### config.mk
export PLATFORM = sky130hd
export DESIGN_NAME = fp_addsub_sequencer_flat
export DESIGN_NICKNAME = d
export VERILOG_FILES = /design/src/rtl/fpu_pkg.sv /design/src/rtl/fp_addsub_sequencer_if.sv /design/src/rtl/fp_align_shift.sv /design/src/rtl/fp_addsub_sequencer.sv /design/src/flat_wrapper.sv
export SDC_FILE = /design/constraint.sdc
export NUM_CORES = 1
export LEC_CHECK = 0
export ABC_CLOCK_PERIOD_IN_PS = 20300
export CORE_MARGIN = 2
export CORE_UTILIZATION = 66
export CTS_CLUSTER_SIZE = 8
export DETAILED_ROUTE_END_ITERATION = 10
export GPL_TIMING_DRIVEN = 0
export PLACE_DENSITY_LB_ADDON = 0.05
export SLEW_MARGIN = 0
export SYNTH_ARGS = -nofsm -noshare
export SYNTH_HDL_FRONTEND = slang
export SYNTH_HIERARCHICAL = 1
export SYNTH_SLANG_ARGS = --single-unit
### constraint.sdc
create_clock -name clk -period 20.3 [get_ports clk]
set_input_delay 6.09 -clock clk [delete_from_list [all_inputs] [get_ports clk]]
set_output_delay 6.09 -clock clk [all_outputs]
set_load 0.02 [all_outputs]
### src/rtl/fpu_pkg.sv
// Shared types, constants and helpers for the FP32 add/subtract sequencer.
package fpu_pkg;

   typedef enum logic [2:0] {
      IDLE  = 3'd0,
      ALIGN = 3'd1,
      ADD   = 3'd2,
      NORM  = 3'd3,
      DONE  = 3'd4
   } state_t;

   localparam logic [31:0] QNAN    = 32'h7FC0_0000;
   localparam logic [31:0] POS_INF = 32'h7F80_0000;
   localparam int          EXP_MAX = 255;
   localparam int          MANT_W  = 24;
   localparam int          GRS_W   = 3;

   typedef struct packed {
      logic              sign;
      logic [7:0]        exp;
      logic [MANT_W-1:0] mant;
      logic              is_zero;
      logic              is_inf;
      logic              is_nan;
   } operand_t;

   // Denormals are flushed: a zero exponent means the operand is zero.
   function automatic operand_t unpack_fp(input logic [31:0] x);
      operand_t u;
      u.sign    = x[31];
      u.exp     = x[30:23];
      u.is_zero = (x[30:23] == 8'h00);
      u.is_inf  = (x[30:23] == 8'hFF) && (x[22:0] == 23'h0);
      u.is_nan  = (x[30:23] == 8'hFF) && (x[22:0] != 23'h0);
      u.mant    = u.is_zero ? '0 : {1'b1, x[22:0]};
      return u;
   endfunction

   // 32-bit leading-zero counter; returns 32 for an all-zero input.
   function automatic logic [5:0] lzc32(input logic [31:0] x);
      logic [5:0] n;
      n = 6'd32;
      for (int i = 0; i < 32; i++) begin
         if (x[i]) n = 6'(31 - i);
      end
      return n;
   endfunction

endpackage

### src/rtl/fp_addsub_sequencer_if.sv
// Operand/result handshake bundle between FPU issue logic, the add/sub unit and writeback.
interface fp_addsub_sequencer_if;
   logic        in_valid;
   logic        in_ready;
   logic        op_sub;
   logic [31:0] op_a;
   logic [31:0] op_b;
   logic        out_valid;
   logic        out_ready;
   logic [31:0] result;
   logic        flag_ovf;
   logic        flag_unf;
   logic        flag_inv;
   logic        busy;

   modport master (
      output in_valid, op_sub, op_a, op_b, out_ready,
      input  in_ready, out_valid, result, flag_ovf, flag_unf, flag_inv, busy
   );

   modport slave (
      input  in_valid, op_sub, op_a, op_b, out_ready,
      output in_ready, out_valid, result, flag_ovf, flag_unf, flag_inv, busy
   );
endinterface

### src/rtl/fp_align_shift.sv
// 27-bit right shifter for mantissa alignment; shifted-out bits collapse into the sticky LSB.
module fp_align_shift
   import fpu_pkg::*;
(
   input  logic [MANT_W+GRS_W-1:0] din,
   input  logic [7:0]              shamt,
   output logic [MANT_W+GRS_W-1:0] dout
);
   localparam int EXT_W = MANT_W + GRS_W;

   logic [4:0]       amt;
   logic [EXT_W-1:0] mask;
   logic [EXT_W-1:0] shifted;
   logic             sticky;

   // A shift of 26 already parks the hidden bit in S, so larger amounts saturate there.
   always_comb begin
      amt     = (shamt > 8'd26) ? 5'd26 : shamt[4:0];
      mask    = ~({EXT_W{1'b1}} << amt);
      sticky  = |(din & mask);
      shifted = din >> amt;
      dout    = {shifted[EXT_W-1:1], shifted[0] | sticky};
   end
endmodule

### src/rtl/fp_addsub_sequencer.sv
// Multi-cycle FP32 add/subtract with valid/ready on both sides, one operation in flight.
// Optional macro FPU_ROUND_NEAREST_EN: round-to-nearest-even; otherwise results are truncated.
//
// state | meaning
// IDLE  | waiting for operands, in_ready high
// ALIGN | cycle 1: unpack + special check + order by magnitude; cycle 0: align smaller mantissa
// ADD   | add/subtract the aligned 27-bit mantissas
// NORM  | normalize, round, pack into result registers
// DONE  | result held until out_ready
module fp_addsub_sequencer
   import fpu_pkg::*;
#(
   parameter int LAT_FIXED = 1
)
(
   input logic                  clk,
   input logic                  rst,
   fp_addsub_sequencer_if.slave bus
);
   localparam int EXT_W = MANT_W + GRS_W;

   state_t            state, state_nxt;
   logic              align_cnt;
   logic              accept;
   logic [31:0]       raw_a, raw_b;
   operand_t          ua, ub;
   logic              a_ge;
   logic              spec_hit, spec_inv;
   logic [31:0]       spec_res;
   logic              spec_hit_q, spec_inv_q;
   logic [31:0]       spec_res_q;
   logic              big_sign, small_sign;
   logic [7:0]        big_exp, exp_diff;
   logic [MANT_W-1:0] big_mant, small_mant;
   logic [EXT_W-1:0]  small_shift, small_ext;
   logic [EXT_W:0]    sum_q;
   logic [5:0]        lz;
   logic [EXT_W-1:0]  m_norm;
   logic signed [9:0] e_norm, e_fin;
   logic [MANT_W-1:0] mant_fin;
   logic [31:0]       pack_res;
   logic              pack_ovf, pack_unf, pack_inv;
   logic              load_res;
   logic [31:0]       result_q;
   logic              ovf_q, unf_q, inv_q;
   logic              unused_bits;

   assign accept = (state == IDLE) && bus.in_valid;
   assign ua     = unpack_fp(raw_a);
   assign ub     = unpack_fp(raw_b);

   // State register.
   always_ff @(posedge clk or posedge rst) begin
      if (rst) state <= IDLE;
      else     state <= state_nxt;
   end

   // Next state and handshake outputs.
   always_comb begin
      state_nxt     = state;
      bus.in_ready  = 1'b0;
      bus.out_valid = 1'b0;
      bus.busy      = 1'b1;
      case (state)
         IDLE: begin
            bus.in_ready = 1'b1;
            bus.busy     = 1'b0;
            if (bus.in_valid) state_nxt = ALIGN;
         end
         ALIGN: begin
            if (align_cnt == 1'b0) begin
               if (LAT_FIXED == 0 && spec_hit_q) state_nxt = DONE;
               else                              state_nxt = ADD;
            end
         end
         ADD:  state_nxt = NORM;
         NORM: state_nxt = DONE;
         DONE: begin
            bus.out_valid = 1'b1;
            if (bus.out_ready) state_nxt = IDLE;
         end
         default: state_nxt = IDLE;
      endcase
   end

   // ALIGN runs two cycles, paced by a down-counter that terminates at zero.
   always_ff @(posedge clk or posedge rst) begin
      if (rst)                                      align_cnt <= 1'b0;
      else if (accept)                              align_cnt <= 1'b1;
      else if (state == ALIGN && align_cnt != 1'b0) align_cnt <= align_cnt - 1'b1;
   end

   // Capture operands; B carries its effective sign so subtraction becomes addition.
   always_ff @(posedge clk or posedge rst) begin
      if (rst) begin
         raw_a <= '0;
         raw_b <= '0;
      end else if (accept) begin
         raw_a <= bus.op_a;
         raw_b <= {bus.op_b[31] ^ bus.op_sub, bus.op_b[30:0]};
      end
   end

   // Special-operand classification and magnitude ordering.
   always_comb begin
      a_ge     = {ua.exp, ua.mant} >= {ub.exp, ub.mant};
      spec_hit = 1'b1;
      spec_inv = 1'b0;
      spec_res = '0;
      if (ua.is_nan || ub.is_nan || (ua.is_inf && ub.is_inf && (ua.sign != ub.sign))) begin
         spec_res = QNAN;
         spec_inv = 1'b1;
      end else if (ua.is_inf) begin
         spec_res = {ua.sign, POS_INF[30:0]};
      end else if (ub.is_inf) begin
         spec_res = {ub.sign, POS_INF[30:0]};
      end else if (ua.is_zero && ub.is_zero) begin
         spec_res = {ua.sign & ub.sign, 31'h0};
      end else begin
         spec_hit = 1'b0;
      end
   end

   // First ALIGN cycle: register the special outcome and the larger/smaller operand split.
   always_ff @(posedge clk or posedge rst) begin
      if (rst) begin
         spec_hit_q <= 1'b0;
         spec_inv_q <= 1'b0;
         spec_res_q <= '0;
         big_sign   <= 1'b0;
         big_exp    <= '0;
         big_mant   <= '0;
         small_sign <= 1'b0;
         small_mant <= '0;
         exp_diff   <= '0;
      end else if (state == ALIGN && align_cnt == 1'b1) begin
         spec_hit_q <= spec_hit;
         spec_inv_q <= spec_inv;
         spec_res_q <= spec_res;
         if (a_ge) begin
            big_sign   <= ua.sign;
            big_exp    <= ua.exp;
            big_mant   <= ua.mant;
            small_sign <= ub.sign;
            small_mant <= ub.mant;
            exp_diff   <= ua.exp - ub.exp;
         end else begin
            big_sign   <= ub.sign;
            big_exp    <= ub.exp;
            big_mant   <= ub.mant;
            small_sign <= ua.sign;
            small_mant <= ua.mant;
            exp_diff   <= ub.exp - ua.exp;
         end
      end
   end

   fp_align_shift u_align (
      .din   ({small_mant, {GRS_W{1'b0}}}),
      .shamt (exp_diff),
      .dout  (small_shift)
   );

   // Second ALIGN cycle registers the aligned mantissa; ADD registers the sum.
   always_ff @(posedge clk or posedge rst) begin
      if (rst) begin
         small_ext <= '0;
         sum_q     <= '0;
      end else if (state == ALIGN && align_cnt == 1'b0) begin
         small_ext <= small_shift;
      end else if (state == ADD) begin
         if (big_sign ^ small_sign) sum_q <= {1'b0, big_mant, {GRS_W{1'b0}}} - {1'b0, small_ext};
         else                       sum_q <= {1'b0, big_mant, {GRS_W{1'b0}}} + {1'b0, small_ext};
      end
   end

   // Normalize: carry shifts right by one, otherwise shift left by the leading-zero count.
   always_comb begin
      lz = lzc32({sum_q[EXT_W-1:0], 5'b0});
      if (sum_q[EXT_W]) begin
         m_norm = {sum_q[EXT_W:2], sum_q[1] | sum_q[0]};
         e_norm = $signed({2'b00, big_exp}) + 10'sd1;
      end else begin
         m_norm = sum_q[EXT_W-1:0] << lz;
         e_norm = $signed({2'b00, big_exp}) - $signed({4'b0000, lz});
      end
   end

`ifdef FPU_ROUND_NEAREST_EN
   logic [MANT_W:0] mant_rnd;
   logic            rnd_inc;

   // Round to nearest even; a carry out of the mantissa bumps the exponent.
   always_comb begin
      rnd_inc  = m_norm[2] & (m_norm[1] | m_norm[0] | m_norm[3]);
      mant_rnd = {1'b0, m_norm[EXT_W-1:GRS_W]} + {{MANT_W{1'b0}}, rnd_inc};
      if (mant_rnd[MANT_W]) begin
         mant_fin = mant_rnd[MANT_W:1];
         e_fin    = e_norm + 10'sd1;
      end else begin
         mant_fin = mant_rnd[MANT_W-1:0];
         e_fin    = e_norm;
      end
   end

   assign unused_bits = mant_fin[MANT_W-1];
`else
   // Truncate: guard, round and sticky are dropped.
   always_comb begin
      mant_fin = m_norm[EXT_W-1:GRS_W];
      e_fin    = e_norm;
   end

   assign unused_bits = ^{mant_fin[MANT_W-1], m_norm[GRS_W-1:0]};
`endif

   // Pack, applying special results and exponent range limits.
   always_comb begin
      pack_res = '0;
      pack_ovf = 1'b0;
      pack_unf = 1'b0;
      pack_inv = 1'b0;
      if (spec_hit_q) begin
         pack_res = spec_res_q;
         pack_inv = spec_inv_q;
      end else if (sum_q == '0) begin
         pack_res = '0;
      end else if (e_fin <= 10'sd0) begin
         pack_res = {big_sign, 31'h0};
         pack_unf = 1'b1;
      end else if (e_fin >= $signed(10'(EXP_MAX))) begin
         pack_res = {big_sign, POS_INF[30:0]};
         pack_ovf = 1'b1;
      end else begin
         pack_res = {big_sign, e_fin[7:0], mant_fin[MANT_W-2:0]};
      end
   end

   assign load_res = (state == NORM) ||
                     (state == ALIGN && align_cnt == 1'b0 && spec_hit_q && LAT_FIXED == 0);

   // Result and flag registers, held through DONE until the consumer takes them.
   always_ff @(posedge clk or posedge rst) begin
      if (rst) begin
         result_q <= '0;
         ovf_q    <= 1'b0;
         unf_q    <= 1'b0;
         inv_q    <= 1'b0;
      end else if (load_res) begin
         result_q <= pack_res;
         ovf_q    <= pack_ovf;
         unf_q    <= pack_unf;
         inv_q    <= pack_inv;
      end
   end

   assign bus.result   = result_q;
   assign bus.flag_ovf = ovf_q;
   assign bus.flag_unf = unf_q;
   assign bus.flag_inv = inv_q;
endmodule

### src/flat_wrapper.sv
// flat-port wrapper written by rule: the top's interface ports become plain ports
module fp_addsub_sequencer_flat import fpu_pkg::*;
#(
   parameter int LAT_FIXED = 1
)
  (clk, rst, bus_in_valid, bus_op_sub, bus_op_a, bus_op_b, bus_out_ready, bus_in_ready, bus_out_valid, bus_result, bus_flag_ovf, bus_flag_unf, bus_flag_inv, bus_busy);
  fp_addsub_sequencer_if bus_i ();
  input logic clk;
  input logic rst;
  input wire logic [$bits(bus_i.in_valid)-1:0] bus_in_valid;
  input wire logic [$bits(bus_i.op_sub)-1:0] bus_op_sub;
  input wire logic [$bits(bus_i.op_a)-1:0] bus_op_a;
  input wire logic [$bits(bus_i.op_b)-1:0] bus_op_b;
  input wire logic [$bits(bus_i.out_ready)-1:0] bus_out_ready;
  output wire logic [$bits(bus_i.in_ready)-1:0] bus_in_ready;
  output wire logic [$bits(bus_i.out_valid)-1:0] bus_out_valid;
  output wire logic [$bits(bus_i.result)-1:0] bus_result;
  output wire logic [$bits(bus_i.flag_ovf)-1:0] bus_flag_ovf;
  output wire logic [$bits(bus_i.flag_unf)-1:0] bus_flag_unf;
  output wire logic [$bits(bus_i.flag_inv)-1:0] bus_flag_inv;
  output wire logic [$bits(bus_i.busy)-1:0] bus_busy;
  assign bus_i.in_valid = bus_in_valid;
  assign bus_i.op_sub = bus_op_sub;
  assign bus_i.op_a = bus_op_a;
  assign bus_i.op_b = bus_op_b;
  assign bus_i.out_ready = bus_out_ready;
  assign bus_in_ready = bus_i.in_ready;
  assign bus_out_valid = bus_i.out_valid;
  assign bus_result = bus_i.result;
  assign bus_flag_ovf = bus_i.flag_ovf;
  assign bus_flag_unf = bus_i.flag_unf;
  assign bus_flag_inv = bus_i.flag_inv;
  assign bus_busy = bus_i.busy;
  fp_addsub_sequencer #(.LAT_FIXED(LAT_FIXED)) u_core (.clk(clk), .rst(rst), .bus(bus_i));
endmodule
==> results.py, run 1 <==
metrics = {
    "status": {
        "outcome": "finished clean",
    },
    "finish": {
        "syn2layout_area_growth_pct": 14.1,
        "finish.net_count": 2488,
        "diode_insertion_count_for_antenna_repair": 0,
        "layout.cells.most_common": "sky130_fd_sc_hd__nand2_1",
        "layout-drive-gt1-share_pct": 7.15,
        "layout.cells.most_common_list": "sky130_fd_sc_hd__nand2_1, sky130_fd_sc_hd__dfrtp_1, sky130_fd_sc_hd__o21ai_0, sky130_fd_sc_hd__a21oi_1, sky130_fd_sc_hd__nor2_1",
    },
    "global_routing": {
        "grt_pass1_wl_mm": 99.8,
        "number_of_global_route_vias_before_repair": 18400,
        "grt.total_usage_pct": 44.5,
        "largest_net_degree_at_the_start_of_global_routing": 124,
        "grt_antenna_before_repair": 1,
        "overflow": 0,
    },
    "route": {
        "remaining_drc_errors": 0,
        "first_pass_iters": 7,
        "postRouteWirelength_mm": 63.4,
        "avgViaCountPerCell": 7.12,
        "detailedRoute.firstIterationViolations": 2356,
        "routedWlPerCell_um": 23.9,
        "detail-route-antenna-nets": 0,
        "vias": 18900,
    },
    "clocking": {
        "htreeDepth": 2,
        "cts_sinks": 228,
        "cts_buf_count": 34,
        "cts.reportedPaths.clkPinSlew_ns": 0.05,
        "post-cts-setup-buffer-count": 0,
        "post_cts_hold_buffer_count": 0,
        "cts_resized": 0,
        "cts_tree": "done",
        "clock_latency_ns": 0.54,
        "clock_path_buffers": 3,
        "cts.root.buffer_cell": "sky130_fd_sc_hd__clkbuf_16",
    },
    "placement": {
        "hpwlAfterDp_mm": 46.6,
        "global_placement_routability_congestion": 1.07,
        "number_of_buffers_inserted_by_port_buffering": 106,
    },
    "setup_path": {
        "critical_path_arrival_ns": 2.19,
        "setup_crit_end_kind": "output pin",
        "worst_ep_required_time_ns": 14.21,
        "critical_path_class": "reg2out",
        "critPathLaunchType": "flip-flop",
        "critical_path_peak_fanout": 10,
    },
    "yosys": {
        "synth.yosys.seq_area_share_pct": 32.3,
        "synth_area_mm2": 0.0177,
        "most_used_flip_flop_cell_after_synthesis": "sky130_fd_sc_hd__dfrtp_1",
        "share_of_synthesized_registers_carrying_an_async_set_or_reset_pct": 100,
        "postSynthRegisterBits": 228,
        "postSynthAreaPerCell_um2": 8.17,
        "yosys_warnings": 6,
        "yosys.cell_types.count": 96,
        "synth_enable_flop_cells": 0,
        "syn-instance-count": 2163,
    },
    "timing": {
        "finalHoldViolations": 0,
        "maxSlewHeadroom_pct": 5.54,
        "max_clock_freq_mhz": 121,
        "timing.setup.tns_ns": 0,
        "fin_crit_sh_pct": 40.8,
        "rsz0062_at_grt": "no",
        "final.setup_skew_ns": 0.0338,
        "maxSlewViolCount": 0,
        "timing.final.crit_period_ns": 8.28,
        "setup_viol": 0,
        "timing_worst_slew_pin_value_ns": 1.41,
    },
    "die": {
        "dieHeight_um": 168,
        "die_width_um": 168,
        "pin_count": 107,
        "initial_util_pct": 67.4,
        "core_mm2": 0.0262,
        "design.die.area_mm2": 0.0281,
        "core.rowCount": 59,
    },
    "min_path": {
        "hold_wc_path_type": "reg2reg",
    },
    "flow_run": {
        "maxCapViolCount": 0,
    },
}
area by class of cell:
class                      instances  area [um^2]
buffer                           151          683
fill                            1759         6050
inverter                         104          403
clock buffer                      37          872
tap                              335          419
sequential                       228         5710
timing repair buffer             107         1090
clock inverter                     3         58.8
multi-input combinational       1692        10900
worst max-delay path: stages, from the launching register on:
cell                              delay [ns]
sky130_fd_sc_hd__dfrtp_1                0.39
sky130_fd_sc_hd__clkbuf_1               0.20
sky130_fd_sc_hd__nor3b_1                0.40
sky130_fd_sc_hd__clkdlybuf4s50_1        0.68
flip-flops by register name, indices dropped and copies added, names as in the netlist:
name / flops
u_core/small_sign: 1
u_core/raw_b: 32
u_core/big_sign: 1
u_core/small_ext: 27
u_core/exp_diff: 8
u_core/spec_res_q: 3
u_core/state: 3
u_core/bus.result: 32
u_core/align_cnt: 1
u_core/spec_hit_q: 1
u_core/sum_q: 28
u_core/bus.flag_inv: 1
u_core/raw_a: 32
u_core/big_exp: 8
u_core/bus.flag_unf: 1
u_core/bus.flag_ovf: 1
u_core/small_mant: 24
u_core/big_mant: 24
cell families (layout without fill, tap and decap cells):
group                      count (synthesis)  after routing  synth area share (%)
adders and majority gates                101            101                  7.32
and+or+nand+nor                          721            721                  19.7
DFF                                      228            228                  32.3
AOI/OAI and AO/OA                        683            683                  24.5
other                                      1             13                0.0212
buffers and inverters                    255            402                  6.11
muxes                                    136            136                  8.15
xor gates and xnor gates                  38             38                  1.88
path summary, 6_finish.rpt:
check | start | endpoint | slack (ns) | cells after the start
worst min-delay path | u_core/bus.result[1] | u_core/bus.result[1] | 0.48 | 2
worst max register to register | u_core/sum_q[18] | u_core/bus.result[22] | 14.28 | 22
min in group asynchronous | rst | u_core/raw_a[24] | 6.10 | 2
worst max-delay path | u_core/state[0] | bus_out_valid | 12.02 | 3
worst min register to register | u_core/bus.result[1] | u_core/bus.result[1] | 0.48 | 2
max in group asynchronous | rst | u_core/small_ext[13] | 13.13 | 3
cell usage after synthesis (all sizes together), types with 36 or more instances:
master	number	area (um^2)
nand2	273	1020
o21ai	237	1190
dfrtp	228	5710
a21oi	145	737
nor2	132	498
inv	103	392
clkbuf	102	383
ha	97	1210
mux2i	73	731
mux2	63	709
nor3	60	322
buf	49	300
nand3	45	225
nor2b	43	269
a31oi	42	263
and2	36	225
nor4	36	259
metal layers:
metal	vias up	part of all wire (%)	track usage (%)	routed length (um)
li1	8134	-	-	-
met1	8869	37	54.7	23300
met2	1540	45	73.2	28700
met3	368	12	10.7	7410
met4	2	6.3	23.0	3970
met5	-	0.013	0	8
metrics by stage:
| stage | util, % | cell area [um^2] | std cells | setup WS (ns) | hold WS (ns) |
|---|---|---|---|---|---|
| 2_1_floorplan | - | 17700 | 2175 | 7.96 | 0.445 |
| 4_1_cts | 76.9 | 20200 | 2657 | 12.00 | 0.484 |
| 6_report | 76.9 | 20200 | 2657 | 12.02 | 0.481 |
| 3_5_place_dp | 73.4 | 19200 | 2617 | 11.98 | 0.475 |
| 5_1_grt | 76.9 | 20200 | 2657 | 11.86 | 0.498 |
| 3_3_place_gp | 73.2 | 19200 | 2616 | 5.62 | 0.462 |
Power of run 1 is left out: the tool's default activity adds up to more than one toggle a clock period on the data nets, which glitch-free logic cannot reach.
==> run 2, diff against run 1 <==
--- a/config.mk
+++ b/config.mk
@@ -5,9 +5,9 @@
 export SDC_FILE = /design/constraint.sdc
 export NUM_CORES = 1
 export LEC_CHECK = 0
-export ABC_CLOCK_PERIOD_IN_PS = 20300
+export ABC_CLOCK_PERIOD_IN_PS = 8400
 export CORE_MARGIN = 2
-export CORE_UTILIZATION = 66
+export CORE_UTILIZATION = 61
 export CTS_CLUSTER_SIZE = 8
 export DETAILED_ROUTE_END_ITERATION = 10
 export GPL_TIMING_DRIVEN = 0
==> constraint.sdc (replaced) <==
create_clock -name clk -period 8.4 [get_ports clk]
set_input_delay 2.52 -clock clk [delete_from_list [all_inputs] [get_ports clk]]
set_output_delay 2.52 -clock clk [all_outputs]
set_load 0.02 [all_outputs]
==> results.py, run 2 (synthesized netlist as in run 1, its figures left out) <==
metrics = {
    "status": {
        "outcome": "finished clean",
    },
    "placement": {
        "number_of_buffers_inserted_by_port_buffering": 106,
        "global_placement_routability_congestion": 1.02,
        "hpwlAfterDp_mm": 49.9,
    },
    "global_routing": {
        "overflow": 0,
        "grt.total_usage_pct": 43.9,
        "grt_antenna_before_repair": 1,
        "largest_net_degree_at_the_start_of_global_routing": 46,
        "grt_pass1_wl_mm": 105,
        "number_of_global_route_vias_before_repair": 18600,
    },
    "setup_path": {
        "critical_path_arrival_ns": 6.35,
        "critical_path_class": "reg2reg",
        "worst_ep_required_time_ns": 8.84,
        "crit_slowest_cell": "sky130_fd_sc_hd__o41ai_1",
        "cp_slowest_stage_delay_ns": 0.56,
        "critPathLaunchType": "flip-flop",
        "critical_path.n_buffers_inverters": 5,
        "critical_path_peak_fanout": 10,
        "crit_path_cell_trace": "clkbuf_1, nor2b_1, o21bai_1, o311ai_1, a21oi_1, o31a_1, buf_2, buf_2, buf_1, ha_1, fa_1, nor2b_1, o21ai_1, a21oi_1, o41ai_1, xor2_1, nand4b_1, o31a_1, nor3b_1, clkbuf_1, o21ai_0, o21ai_1",
        "setup_crit_end_kind": "flip-flop",
        "worst_path_dominant_cell_family": "compound AO/OA/AOI/OAI gates",
    },
    "die": {
        "pin_count": 107,
        "die_width_um": 174,
        "initial_util_pct": 61.7,
        "core.rowCount": 62,
        "design.die.area_mm2": 0.0303,
        "core_mm2": 0.0286,
        "dieHeight_um": 174,
    },
    "clocking": {
        "clock_latency_ns": 0.53,
        "post-cts-setup-buffer-count": 0,
        "cts_sinks": 228,
        "cts.reportedPaths.clkPinSlew_ns": 0.05,
        "cts_tree": "done",
        "cts.root.buffer_cell": "sky130_fd_sc_hd__clkbuf_16",
        "post_cts_hold_buffer_count": 0,
        "htreeDepth": 2,
        "cts_resized": 0,
        "cts_buf_count": 35,
        "clock_path_buffers": 3,
    },
    "route": {
        "avgViaCountPerCell": 7.03,
        "postRouteWirelength_mm": 67.2,
        "detail-route-antenna-nets": 0,
        "vias": 19100,
        "remaining_drc_errors": 0,
        "detailedRoute.firstIterationViolations": 3047,
        "first_pass_iters": 7,
        "routedWlPerCell_um": 24.8,
    },
    "timing": {
        "final.setup_skew_ns": 0.0204,
        "maxSlewHeadroom_pct": 7.87,
        "setup_viol": 0,
        "max_clock_freq_mhz": 169,
        "finalHoldViolations": 0,
        "timing.final.crit_period_ns": 5.91,
        "fin_crit_sh_pct": 70.4,
        "rsz0062_at_grt": "no",
        "timing.setup.tns_ns": 0,
        "timing_worst_slew_pin_value_ns": 1.37,
        "maxSlewViolCount": 0,
        "timing.hold.ws_ns": 0.482,
    },
    "min_path": {
        "hold_wc_path_type": "reg2reg",
    },
    "finish": {
        "syn2layout_area_growth_pct": 15.1,
        "layout.cells.most_common": "sky130_fd_sc_hd__nand2_1",
        "layout.cells.most_common_list": "sky130_fd_sc_hd__nand2_1, sky130_fd_sc_hd__dfrtp_1, sky130_fd_sc_hd__o21ai_0, sky130_fd_sc_hd__a21oi_1, sky130_fd_sc_hd__nor2_1",
        "finish.net_count": 2493,
        "fillerInstances": 2153,
        "layout-drive-gt1-share_pct": 7.38,
        "diode_insertion_count_for_antenna_repair": 0,
    },
    "flow_run": {
        "maxCapViolCount": 0,
    },
}
[run 2: cell count changes in the layout (fill, tap and decap cells not counted), sizes merged]
cell,before,now
bufinv,0,1
clkinvlp,0,1
clkinv,2,1
inv,105,104
clkbuf,139,143
buf,50,54
[run 2: per-stage QoR]
step / instances / area (um^2) / utilization (%) / setup slack (ns)
2_1_floorplan: 2175 / 17700 / - / 2.90
3_3_place_gp: 2665 / 19300 / 67.3 / 1.44
3_5_place_dp: 2670 / 19400 / 67.6 / 2.79
4_1_cts: 2714 / 20300 / 71.0 / 2.66
5_1_grt: 2714 / 20300 / 71.0 / 2.19
6_report: 2714 / 20300 / 71.0 / 2.49
[run 2: metal layers]
metal  track usage [%]  share of wire, %
met5                 0                 0
met4              24.2               6.4
met3              9.43                12
met2              69.5                45
met1              56.1                37
[run 2: worst paths after layout]
path	end	from	slack, ns	cells past startpoint
max in group asynchronous	u_core/small_ext[10]	rst	4.95	4
worst max register to register	u_core/bus.result[22]	u_core/sum_q[18]	2.49	22
worst min-delay path	u_core/bus.result[14]	u_core/bus.result[14]	0.48	2
min in group asynchronous	u_core/raw_a[17]	rst	2.49	2
worst min register to register	u_core/bus.result[14]	u_core/bus.result[14]	0.48	2
worst max-delay path	u_core/bus.result[22]	u_core/sum_q[18]	2.49	22
[run 2: worst reg2reg max path: cells and delay by family, from the launching register on]
kind / cells / cell delay (ns)
XOR/XNOR: 1 / 0.18
flip-flops: 1 / 0.35
buffers and inverters: 5 / 1.84
AND/OR/NAND/NOR: 4 / 0.92
AO/OA/AOI/OAI: 10 / 2.06
adder cells (fa/ha/maj): 2 / 0.53
[run 2: area by class of cell]
type / instances / area [um^2] / share of cell area [%]
multi-input cells: 1692 / 10900 / 53.7
flip-flops and latches: 228 / 5710 / 28.1
repair buffers: 111 / 1160 / 5.71
clock buffers: 41 / 918 / 4.52
plain buffers: 151 / 683 / 3.36
well taps: 384 / 480 / 2.36
inverters: 104 / 399 / 1.96
clock inverters: 3 / 58.8 / 0.289
Power of run 2 is left out for the same reason.
